$ cat src/rtl/simple_circuit_stim_check_if.sv
// Stimulus/response bus between the sweep checker and the Simple_Circuit models.
// The master drives {A,B,C}; the slave side returns D/E from both models.
interface simple_circuit_stim_check_if;
    logic [2:0] abc;
    logic       d1;
    logic       e1;
    logic       d2;
    logic       e2;

    modport master (
        output abc,
        input  d1,
        input  e1,
        input  d2,
        input  e2
    );

    modport slave (
        input  abc,
        output d1,
        output e1,
        output d2,
        output e2
    );
endinterface

$ cat src/rtl/simple_circuit_stim_check.sv
// Sweeps all 8 {A,B,C} vectors, waits a settle window, then checks both
// Simple_Circuit models against D = (A & B) | ~C, E = ~C.
module simple_circuit_stim_check #(
    parameter int unsigned SETTLE_CYCLES = 4,
    parameter int unsigned CNT_W         = 4
) (
    input  logic                            clk,
    input  logic                            rst_n,
    input  logic                            start,
    simple_circuit_stim_check_if.master     bus,
    output logic                            busy,
    output logic                            done,
    output logic                            pass,
    output logic [CNT_W-1:0]                err_cnt,
    output logic [2:0]                      first_err_vec,
    output logic                            first_err_valid
);

    typedef enum logic [2:0] {
        IDLE,
        APPLY,
        SETTLE,
        CHECK,
        DONE
    } state_t;

    localparam logic [7:0]       SETTLE_LD = 8'(SETTLE_CYCLES);
    localparam logic [CNT_W-1:0] ERR_MAX   = '1;

    state_t           state_q;
    logic [2:0]       abc_q;
    logic [7:0]       cnt_q;
    logic             busy_q;
    logic             done_q;
    logic             pass_q;
    logic [CNT_W-1:0] err_q;
    logic [2:0]       fvec_q;
    logic             fval_q;

    logic [1:0]       golden;
    logic             fail;
    logic [CNT_W-1:0] err_d;

    // A vector failing on both models still counts as one error.
    always_comb begin
        golden = {(abc_q[2] & abc_q[1]) | ~abc_q[0], ~abc_q[0]};
        fail   = ({bus.d1, bus.e1} != golden) ||
                 ({bus.d2, bus.e2} != golden);
        err_d  = err_q;
        if (fail && (err_q != ERR_MAX)) begin
            err_d = err_q + 1'b1;
        end
    end

    always_ff @(posedge clk or negedge rst_n) begin
        if (!rst_n) begin
            state_q <= IDLE;
            abc_q   <= 3'b000;
            cnt_q   <= 8'd0;
            busy_q  <= 1'b0;
            done_q  <= 1'b0;
            pass_q  <= 1'b0;
            err_q   <= '0;
            fvec_q  <= 3'b000;
            fval_q  <= 1'b0;
        end else begin
            unique case (state_q)
                IDLE, DONE: begin
                    if (start) begin
                        state_q <= APPLY;
                        abc_q   <= 3'b000;
                        busy_q  <= 1'b1;
                        done_q  <= 1'b0;
                        pass_q  <= 1'b0;
                        err_q   <= '0;
                        fvec_q  <= 3'b000;
                        fval_q  <= 1'b0;
                    end
                end
                APPLY: begin
                    cnt_q   <= SETTLE_LD;
                    state_q <= SETTLE;
                end
                SETTLE: begin
                    cnt_q <= cnt_q - 1'b1;
                    if (cnt_q == 8'd1) begin
                        state_q <= CHECK;
                    end
                end
                CHECK: begin
                    err_q <= err_d;
                    if (fail && !fval_q) begin
                        fvec_q <= abc_q;
                        fval_q <= 1'b1;
                    end
                    if (abc_q == 3'd7) begin
                        state_q <= DONE;
                        busy_q  <= 1'b0;
                        done_q  <= 1'b1;
                        pass_q  <= (err_d == '0);
                    end else begin
                        abc_q   <= abc_q + 3'd1;
                        state_q <= APPLY;
                    end
                end
                default: begin
                    state_q <= IDLE;
                end
            endcase
        end
    end

    assign bus.abc         = abc_q;
    assign busy            = busy_q;
    assign done            = done_q;
    assign pass            = pass_q;
    assign err_cnt         = err_q;
    assign first_err_vec   = fvec_q;
    assign first_err_valid = fval_q;

endmodule
$ cat src/flat_wrapper.sv
// flat-port wrapper written by rule: the top's interface ports become plain ports
module simple_circuit_stim_check_flat 
#(
    parameter int unsigned SETTLE_CYCLES = 4,
    parameter int unsigned CNT_W         = 4
)
  (clk, rst_n, start, busy, done, pass, err_cnt, first_err_vec, first_err_valid, bus_abc, bus_d1, bus_e1, bus_d2, bus_e2);
  simple_circuit_stim_check_if bus_i ();
  input  logic clk;
  input  logic rst_n;
  input  logic start;
  output logic busy;
  output logic done;
  output logic pass;
  output logic [CNT_W-1:0] err_cnt;
  output logic [2:0] first_err_vec;
  output logic first_err_valid;
  output wire logic [$bits(bus_i.abc)-1:0] bus_abc;
  input wire logic [$bits(bus_i.d1)-1:0] bus_d1;
  input wire logic [$bits(bus_i.e1)-1:0] bus_e1;
  input wire logic [$bits(bus_i.d2)-1:0] bus_d2;
  input wire logic [$bits(bus_i.e2)-1:0] bus_e2;
  assign bus_abc = bus_i.abc;
  assign bus_i.d1 = bus_d1;
  assign bus_i.e1 = bus_e1;
  assign bus_i.d2 = bus_d2;
  assign bus_i.e2 = bus_e2;
  simple_circuit_stim_check #(.SETTLE_CYCLES(SETTLE_CYCLES), .CNT_W(CNT_W)) u_core (.clk(clk), .rst_n(rst_n), .start(start), .bus(bus_i), .busy(busy), .done(done), .pass(pass), .err_cnt(err_cnt), .first_err_vec(first_err_vec), .first_err_valid(first_err_valid));
endmodule
$ cat config.mk
export PLATFORM = sky130hd
export DESIGN_NAME = simple_circuit_stim_check_flat
export DESIGN_NICKNAME = d
export VERILOG_FILES = /design/src/rtl/simple_circuit_stim_check_if.sv /design/src/rtl/simple_circuit_stim_check.sv /design/src/flat_wrapper.sv
export SDC_FILE = /design/constraint.sdc
export NUM_CORES = 1
export LEC_CHECK = 0
export BUFFER_PORTS_ARGS = -buffer_cell sky130_fd_sc_hd__buf_2
export CAP_MARGIN = 20
export CORE_MARGIN = 2
export CORE_UTILIZATION = 45
export DETAILED_ROUTE_END_ITERATION = 10
export PLACE_DENSITY = 0.77
export SETUP_SLACK_MARGIN = 0.4
export SYNTH_ARGS = -nofsm -noshare
export SYNTH_HDL_FRONTEND = slang
export SYNTH_SLANG_ARGS = --single-unit
$ cat constraint.sdc
create_clock -name clk -period 1.61 [get_ports clk]
set_input_delay 0.322 -clock clk [delete_from_list [all_inputs] [get_ports clk]]
set_output_delay 0.322 -clock clk [all_outputs]
set_load 0.005 [all_outputs]
# Yosys cells after proc, flatten, opt, wreduce, memory -nomap -nowiden
# Cells that the tools add are included.
# word_totals
out_inout_bits	14
register_bits	25
# classes
n_bitwise	3
reduce_logical	14
n_eq_ne	14
muxes	23
n_addsub	3
# op_table
op	n
two-way mux 3 bit	6
case mux 8 bit (2 select lines)	1
case mux 3 bit (2 select lines)	2
case mux 3 bit (4 select lines)	1
AND reduction 3 bit	3
== test 8 x 1 -> 1 bit (second input constant)	1
two-way mux 4 bit	2
case mux 1 bit (2 select lines)	4
case mux 4 bit (2 select lines)	1
subtractor 8 x 1 -> 8 bit (second input constant)	1
== test 3 x 2 -> 1 bit (second input constant)	2
== test 3 bit (second input constant)	2
two-way mux 1 bit	6
inequality test 2 x 1 -> 1 bit (second input constant)	3
adder 4 x 1 -> 4 bit (second input constant)	1
zero test 4 bit	1
inequality test 2 bit	2
inequality test 2 bit (second input constant)	2
inequality test 4 bit (second input constant)	1
AND reduction 2 bit	2
nonzero test 2 bit	2
adder 3 x 1 -> 3 bit (second input constant)	1
== test 3 x 1 -> 1 bit (second input constant)	1
zero test 3 bit	1
other kinds (7)	8

# Depth between registers and ports, before layout
# Gate-level depths: netlist of the first run.
# depth
word_depth	9
ltp_mapped	6
depth_no_buf	6

# Worst setup path before layout of the first run
# Ideal clock, no wire load.
# synth_timing
path_type	register to register
startpoint	register u_core.abc_q[0], in the netlist u_core.bus.abc[0]
endpoint	register u_core.pass_q, in the netlist u_core.pass
setup_slack_ps	-114
required_time_ps	1506
setup_ps	104
path_stages_with_launch	6
t_arrival_ps	1620
n_path_buf	0
synth_period_minus_slack_ps	1724
path_cell_list	dfrtp_1 -> a21boi_4 -> mux2i_2 -> o21ai_1 -> mux2_4 -> o41ai_2
# synth_between
elab_chain_len	9
word_cells_on_any_way	13
# synth_lines
item	line	rtl
start: declaration	simple_circuit_stim_check.sv:31	logic [2:0] abc_q;
start signal: assignment	simple_circuit_stim_check.sv:102	abc_q <= abc_q + 3'd1;
NOT 1 bit	simple_circuit_stim_check.sv:46	golden = {(abc_q[2] & abc_q[1]) | ~abc_q[0], ~abc_q[0]};
bitwise OR 1 bit	simple_circuit_stim_check.sv:46	
inequality test 2 bit, on equally long branches	simple_circuit_stim_check.sv:47, simple_circuit_stim_check.sv:48	
logical OR 1 bit	simple_circuit_stim_check.sv:47	fail = ({bus.d1, bus.e1} != golden) ||
logical AND 1 bit	simple_circuit_stim_check.sv:50	if (fail && (err_q != ERR_MAX)) begin
two-way mux 4 bit	simple_circuit_stim_check.sv:50	
zero test 4 bit	simple_circuit_stim_check.sv:100	pass_q <= (err_d == '0);
two-way mux 1 bit	simple_circuit_stim_check.sv:96	if (abc_q == 3'd7) begin
case mux 1 bit (2 select lines)	simple_circuit_stim_check.sv:67	unique case (state_q)
end signal: assignment	simple_circuit_stim_check.sv:100	
end: declaration	simple_circuit_stim_check.sv:35	logic pass_q;
# Several ways; a longest one is shown, not always the timed one. The select of a mux whose other input is x is not followed.
# A chain may end at the register's enable or synchronous reset.

# Final worst setup path of the first run
# layout_timing
startpoint	register u_core.abc_q[1], in the netlist u_core.bus.abc[1]
endpoint	register u_core.pass_q, in the netlist u_core.pass
# layout_between
elab_chain_len	9
word_cells_on_any_way	13
# layout_lines
item	line
bitwise AND 1 bit	simple_circuit_stim_check.sv:46
bitwise OR 1 bit	simple_circuit_stim_check.sv:46
inequality test 2 bit, on equally long branches	simple_circuit_stim_check.sv:47, simple_circuit_stim_check.sv:48
logical OR 1 bit	simple_circuit_stim_check.sv:47
logical AND 1 bit	simple_circuit_stim_check.sv:50
two-way mux 4 bit	simple_circuit_stim_check.sv:50
zero test 4 bit	simple_circuit_stim_check.sv:100
two-way mux 1 bit	simple_circuit_stim_check.sv:96
case mux 1 bit (2 select lines)	simple_circuit_stim_check.sv:67
# Several ways; a longest one is shown, not always the timed one. The select of a mux whose other input is x is not followed.

==> results of run 1 <==
==> through the flow <==
step                total power [mW]  setup slack (ns)  utilization  instance area, um2  hold slack (ns)
finish                         3.782           -0.1296       0.7094                1973           0.1707
global route                   4.037           -0.2203       0.7094                1973           0.1584
CTS                            2.881           -0.1374       0.6073                1689           0.1664
detailed placement             2.420           -0.1295       0.5578                1551           0.3488
global placement               2.351          -0.03915       0.5578                1551           0.3392
floorplan                      2.002          -0.04180            -                1379          0.02641
==> what timing repair did <==
item                                   CTS  global route
hold buffers                             1             0
setup buffers                            1            17
gates cloned                             0             1
resized for setup                       19            48
endpoints found under the hold margin   25             0
setup endpoints to repair               31            35
pin swaps                                2            12
==> power groups by stage <==
stage          sequential, mW  combinational, mW  clock (mW)
6_report                 1.11               2.39       0.283
5_1_grt                  1.15               2.58       0.313
4_1_cts                  1.08               1.52       0.289
3_5_place_dp             1.08               1.34           0
3_3_place_gp             1.06               1.29           0
2_1_floorplan            1.07              0.932           0
==> critical path: stages, from the launching register on <==
cell,delay (ns)
dfrtp_1,0.43
a21boi_4,0.20
mux2i_4,0.30
o21ai_2,0.09
mux2_4,0.32
o41ai_2,0.32
==> state kept, by name (all words and copies together) (netlist names) <==
signal,flops
u_core.done,1
u_core.first_err_vec,3
u_core.cnt_q,8
u_core.busy,1
u_core.bus.abc,3
u_core.err_cnt,4
u_core.pass,1
u_core.first_err_valid,1
u_core.state_q,3
==> cell usage in the layout (no fill, tap or decap), types with 2 or more instances in the layout <==
| cell | instances |
|---|---|
| inv_2 | 4 |
| nor2_2 | 3 |
| clkbuf_4 | 3 |
| nor2_4 | 3 |
| nand2_2 | 4 |
| a21oi_2 | 2 |
| nor2_1 | 8 |
| dfrtp_1 | 21 |
| mux2i_1 | 7 |
| or3b_4 | 2 |
| o21ai_2 | 4 |
| ha_4 | 3 |
| mux2_4 | 2 |
| ha_1 | 2 |
| o21ai_1 | 6 |
| buf_4 | 14 |
| nand3_1 | 3 |
| dfrtp_2 | 4 |
| a31oi_1 | 2 |
| buf_6 | 14 |
| nand2_1 | 17 |
| inv_1 | 6 |
| and3_1 | 2 |
| nand2b_1 | 2 |
| o41ai_2 | 2 |
| buf_2 | 18 |
==> path summary, 6_finish.rpt <==
path	startpoint	endpoint	slack (ns)
max	u_core.bus.abc[1]	u_core.pass	-0.13
min	start	u_core.state_q[2]	0.17
max reg2reg	u_core.bus.abc[1]	u_core.pass	-0.13
min reg2reg	u_core.done	u_core.done	0.51
max in group asynchronous	rst_n	u_core.bus.abc[0]	0.68
min in group asynchronous	rst_n	u_core.cnt_q[0]	0.51
==> final cells by class <==
cell class,instances,area [um2]
timing repair buffer,48,367.9
clock buffer,3,22.52
fill,214,808.3
multi-input combinational,101,870.8
inverter,10,37.54
clock inverter,1,5.005
tap,31,38.79
sequential,25,630.6
==> layer usage <==
metal | vias up | wire [um] | global-route usage
li1 | 576 | - | -
met1 | 593 | 1346 | 0.2151
met2 | 20 | 1793 | 0.3130
met3 | 8 | 73 | 0.02857
met4 | 0 | 61 | 0.06977
met5 | - | 0 | 0
==> kinds of logic (layout without fill, tap and decap cells) <==
logic type	after synthesis	after routing
AND/OR/NAND/NOR	56	57
adder cells (fa/ha/maj)	5	5
buffers and inverters	14	62
flip-flops	25	25
AO/OA/AOI/OAI	26	26
multiplexers	10	10
XOR/XNOR	3	3
==> impl_metrics.ini, run 1 <==
[floorplanning]
die_y_um = 58.29
die-area_mm2 = 0.003398
core_area_mm2 = 0.002781
row_count = 19
io_pins = 21
start_util = 0.4768
die_width_um = 58.29

[cells_and_area]
fin_nets = 201
drive_above_1_share = 0.5266
layoutNonFillerInstCount = 219
antennaDiodeCount = 0
area_growth_pct = 48.77

[logic_synthesis]
yosys.area_share.simple = 0.1953
postSynthCellCount = 139
async_reset_ff_frac = 1.000
synthTopCellsByArea = dfrtp_1 47%, nand2_1 6.2%, mux2i_1 5.3%
synthMuxAreaShare = 0.08302
synthesis.nets = 151
synth_xor_area_frac = 0.01981
synth_compound_area_frac = 0.1415
ys_ff_latch = 25
synth_top_family_by_area = simple AND/OR/NAND/NOR gates
avgSynthCellArea_um2 = 9.542
synth_fa_ha_area_frac = 0.04717
ys_warn_count = 0
yosys.cell_count.top_type = dfrtp_1
synth-main-ff-cell = dfrtp_1
synthTopCellsByCount = 25 x dfrtp_1, 22 x nand2_1, 14 x nor2_1
synthDistinctLibCells = 39
synth_edf_count = 0
synth_area_leader_cell = dfrtp_1
seq_area_frac_synth = 0.4717
synth_top_cell_area_share = 0.4717
syn_area_mm2 = 0.001326

[clock_network]
max-clock-path-buffers = 2
cts_buffers = 3
clk_latency_ns = 0.32
cts_tree = yes
path_clk_slew_ns = 0.14
root_buffer = clkbuf_4
ctsHtreeMaxLevel = 1
cts_sinks = 25

[placed_design]
place_hpwl_mm = 1.972
gp_congestion = 0.8509
io_buffers = 20
dp_cells = 195

[power_and_ir_drop]
leakage_nw = 0.9441
seqPwrFrac = 0.293
powerDensity_mw_per_mm2 = 1917
combPwrFrac = 0.632
swShare = 0.4153
power.share.clock = 0.075
intPower_mw = 2.212
p_switching_mw = 1.571
ir_worst_vdd_mv = 1.384

[timing]
min_period_over_period = 1.080
tns_ns = -0.3626
rsz0062_at_grt = true
slew-limit-headroom = 0.6173
setup_slack_ns = -0.1296
hold_viol_final = 0
tightestPinTransition_ns = 0.5740
drv_slew = 0
setup_viol = 8
clock-skew-final_ns = 0.01026
layout_min_cycle_time_ns = 1.740
fmax_ghz = 0.5749

[worst_setup_path]
crit_arrival_ns = 1.97
setup.worst_path.end_class = register
ff2ff_path_depth = 5
cp.required_ns = 1.84
path_max_fanout = 4
worstSetupPathType = reg -> reg
start_kind = register

[worst_hold_path]
holdPathStages = 2
hold_path.class = in -> reg

[route]
first_pass_iters = 4
vias = 1197
via_per_inst = 5.466
drc = 0
finalWirelength_mm = 3.275
wl_per_cell_um = 14.95
ant_nets = 0
drt_iter0_markers = 40

[flow_run]
maxCapViolCount = 0

[global_routing]
grt_util_all_layers = 0.1772
grt_pass1_wl_mm = 4.554
first_global_vias = 1040
grt_antenna_before_repair = 0
grt_max_degree = 26
grt_overflow = 0

[status]
violations = setup timing
status = complete, but fails checks
Power figures use the tool's default switching activity.
==> run 2, diff against run 1 <==
--- a/config.mk
+++ b/config.mk
@@ -5,6 +5,7 @@
 export SDC_FILE = /design/constraint.sdc
 export NUM_CORES = 1
 export LEC_CHECK = 0
+export ABC_AREA = 1
 export BUFFER_PORTS_ARGS = -buffer_cell sky130_fd_sc_hd__buf_2
 export CAP_MARGIN = 20
 export CORE_MARGIN = 2
==> impl_metrics.ini, run 2 <==
[status]
status = finished clean

[logic_synthesis]
synth_edf_count = 0
ys_ff_latch = 25
yosys.cell_count.top_type = nand2_1
async_reset_ff_frac = 1.000
synth-main-ff-cell = dfrtp_1
synthDistinctLibCells = 25
postSynthCellCount = 163
synthesis.nets = 175
synth_area_leader_cell = dfrtp_1
synthTopCellsByArea = dfrtp_1 46%, nand2_1 11%, nand3_1 4.8%
synthTopCellsByCount = 41 x nand2_1, 25 x dfrtp_1, 16 x inv_1
syn_area_mm2 = 0.001366
ys_warn_count = 0
avgSynthCellArea_um2 = 8.382
seq_area_frac_synth = 0.4579
synth_top_cell_area_share = 0.4579

[floorplanning]
die-area_mm2 = 0.003493
core_area_mm2 = 0.002829
row_count = 19
start_util = 0.4830
die_y_um = 59.10
io_pins = 21
die_width_um = 59.10

[cells_and_area]
regMostFlops = u_core.cnt_q
final_area_mm2 = 0.001911
n_fill_cell = 231
post-route-util = 0.6754
regArea_um2 = 635.6
layout_common_cells = 33 x nand2_1, 20 x buf_4, 18 x buf_2
layout_commonest_cell = nand2_1
area_growth_pct = 39.84
fin_nets = 223
antennaDiodeCount = 0
multi_input_area_um2 = 809.5
largest_register_ffs = 8
drive_above_1_share = 0.5095
layoutNonFillerInstCount = 241

[route]
ant_nets = 0
finalWirelength_mm = 3.438
via_per_inst = 5.452
drc = 0
first_pass_iters = 4
vias = 1314
drt_iter0_markers = 41
wl_per_cell_um = 14.27

[global_routing]
grt_antenna_before_repair = 0
grtUsageMet2 = 0.3873
met3_usage = 0.02402
grt_overflow = 0
grt_use_met1 = 0.2255
grt_max_degree = 26
first_global_vias = 1237
grt-busiest-layer = met2
grt_util_all_layers = 0.2043
grt_pass1_wl_mm = 5.354

[worst_setup_path]
crit_arrival_ns = 1.63
cp.required_ns = 1.88
cpMaxStageDelayCell = dfrtp_1
path_max_fanout = 6
crit_top_cell = nand2_1
setup.worst_path.end_class = register
start_kind = register
cp_num_buf_inv = 0
path_delay_family = simple AND/OR/NAND/NOR gates
worstSetupPathType = reg -> reg
cp_slowest_stage_delay_ns = 0.44
crit_chain = nand2_2, nand2_1, nand2_1, nand2_2, nand2_4, nand2_4, nand2_1, nand2_2, nor2_1, nand3_1, nand2_1

[power_and_ir_drop]
swShare = 0.4479
leakage_nw = 0.9565
power.share.clock = 0.083
powerDensity_mw_per_mm2 = 1792
intPower_mw = 1.890
ir_worst_vdd_mv = 1.048
combPwrFrac = 0.587
p_switching_mw = 1.533
seqPwrFrac = 0.330

[worst_hold_path]
hold_path.class = in -> reg

[clock_network]
ctsHtreeMaxLevel = 1
clk_latency_ns = 0.32
cts_sinks = 25
max-clock-path-buffers = 2
path_clk_slew_ns = 0.14
root_buffer = clkbuf_4
cts_buffers = 3
cts_tree = yes

[timing]
tns_ns = 0
layout_min_cycle_time_ns = 1.357
fmax_ghz = 0.7371
rsz0062_at_grt = true
min_period_over_period = 0.8426
hold_viol_final = 0
slew-limit-headroom = 0.6303
clock-skew-final_ns = 0.005222
drv_slew = 0
tightestPinTransition_ns = 0.5545
setup_viol = 0

[placed_design]
place_hpwl_mm = 2.168
dpl_cell_area_mm2 = 0.001528
io_buffers = 20
dp_cells = 214
gp_congestion = 0.8501

[flow_run]
maxCapViolCount = 0
## run 2: worst paths after layout
check / startpoint / end / slack, ns / cells past startpoint
hold / removal: start / u_core.state_q[0] / 0.39 / 4
min in group asynchronous: rst_n / u_core.cnt_q[1] / 0.49 / 2
hold reg to reg: u_core.done / u_core.done / 0.49 / 2
max in group asynchronous: rst_n / u_core.err_cnt[0] / 0.71 / 2
setup / recovery: u_core.bus.abc[1] / u_core.pass / 0.25 / 11
setup reg to reg: u_core.bus.abc[1] / u_core.pass / 0.25 / 11
## run 2: through the flow
stage / hold slack, ns / total power, mW / setup slack [ns]
after floorplan: 0.02641 / 1.964 / 0.4077
after global placement: 0.3408 / 2.258 / 0.3096
after detailed placement: 0.3391 / 2.355 / 0.2765
after CTS: 0.3840 / 2.980 / 0.3008
after global routing: 0.4015 / 3.679 / 0.1625
final: 0.3871 / 3.424 / 0.2534
## run 2: worst min-delay path: stages
cell	delay (ns)
buf_2	0.09
inv_1	0.09
a22oi_2	0.09
o31a_1	0.10
## run 2: cell type report
type                            count  share of cell area
Clock buffer                        3             0.01179
Multi-Input combinational cell    114              0.4237
Sequential cell                    25              0.3327
Clock inverter                      1            0.002620
Tap cell                           31             0.02030
Inverter                           24             0.04977
Timing Repair Buffer               43              0.1591
## run 2: repair_timing
action                     4_1_cts  5_1_grt
gates resized for setup         22       29
setup endpoints to repair       28       33
hold endpoints to repair        25        0
pin swaps                        8        7
buffers inserted                11       11
hold buffers                     1        0
## run 2: per-layer routing
metal	wire, um	vias up
met3	109	16
li1	-	624
met2	1875	43
met1	1327	631
met4	125	0
met5	0	-
## run 2: cells by family after synthesis
logic type                 count (synthesis)  share of synthesized area
buffers and inverters                     24                    0.06594
and+or+nand+nor                           80                     0.2994
xor gates and xnor gates                   2                    0.01282
adders and majority gates                  5                    0.04579
AOI/OAI and AO/OA                         27                     0.1181
DFF                                       25                     0.4579
## run 2: power groups by stage
stage / logic [mW] / clock network (mW) / registers (mW)
after detailed placement: 1.27 / 0 / 1.09
after floorplan: 0.905 / 0 / 1.06
after global routing: 2.21 / 0.317 / 1.15
final: 2.01 / 0.285 / 1.13
after global placement: 1.20 / 0 / 1.06
after CTS: 1.61 / 0.291 / 1.08
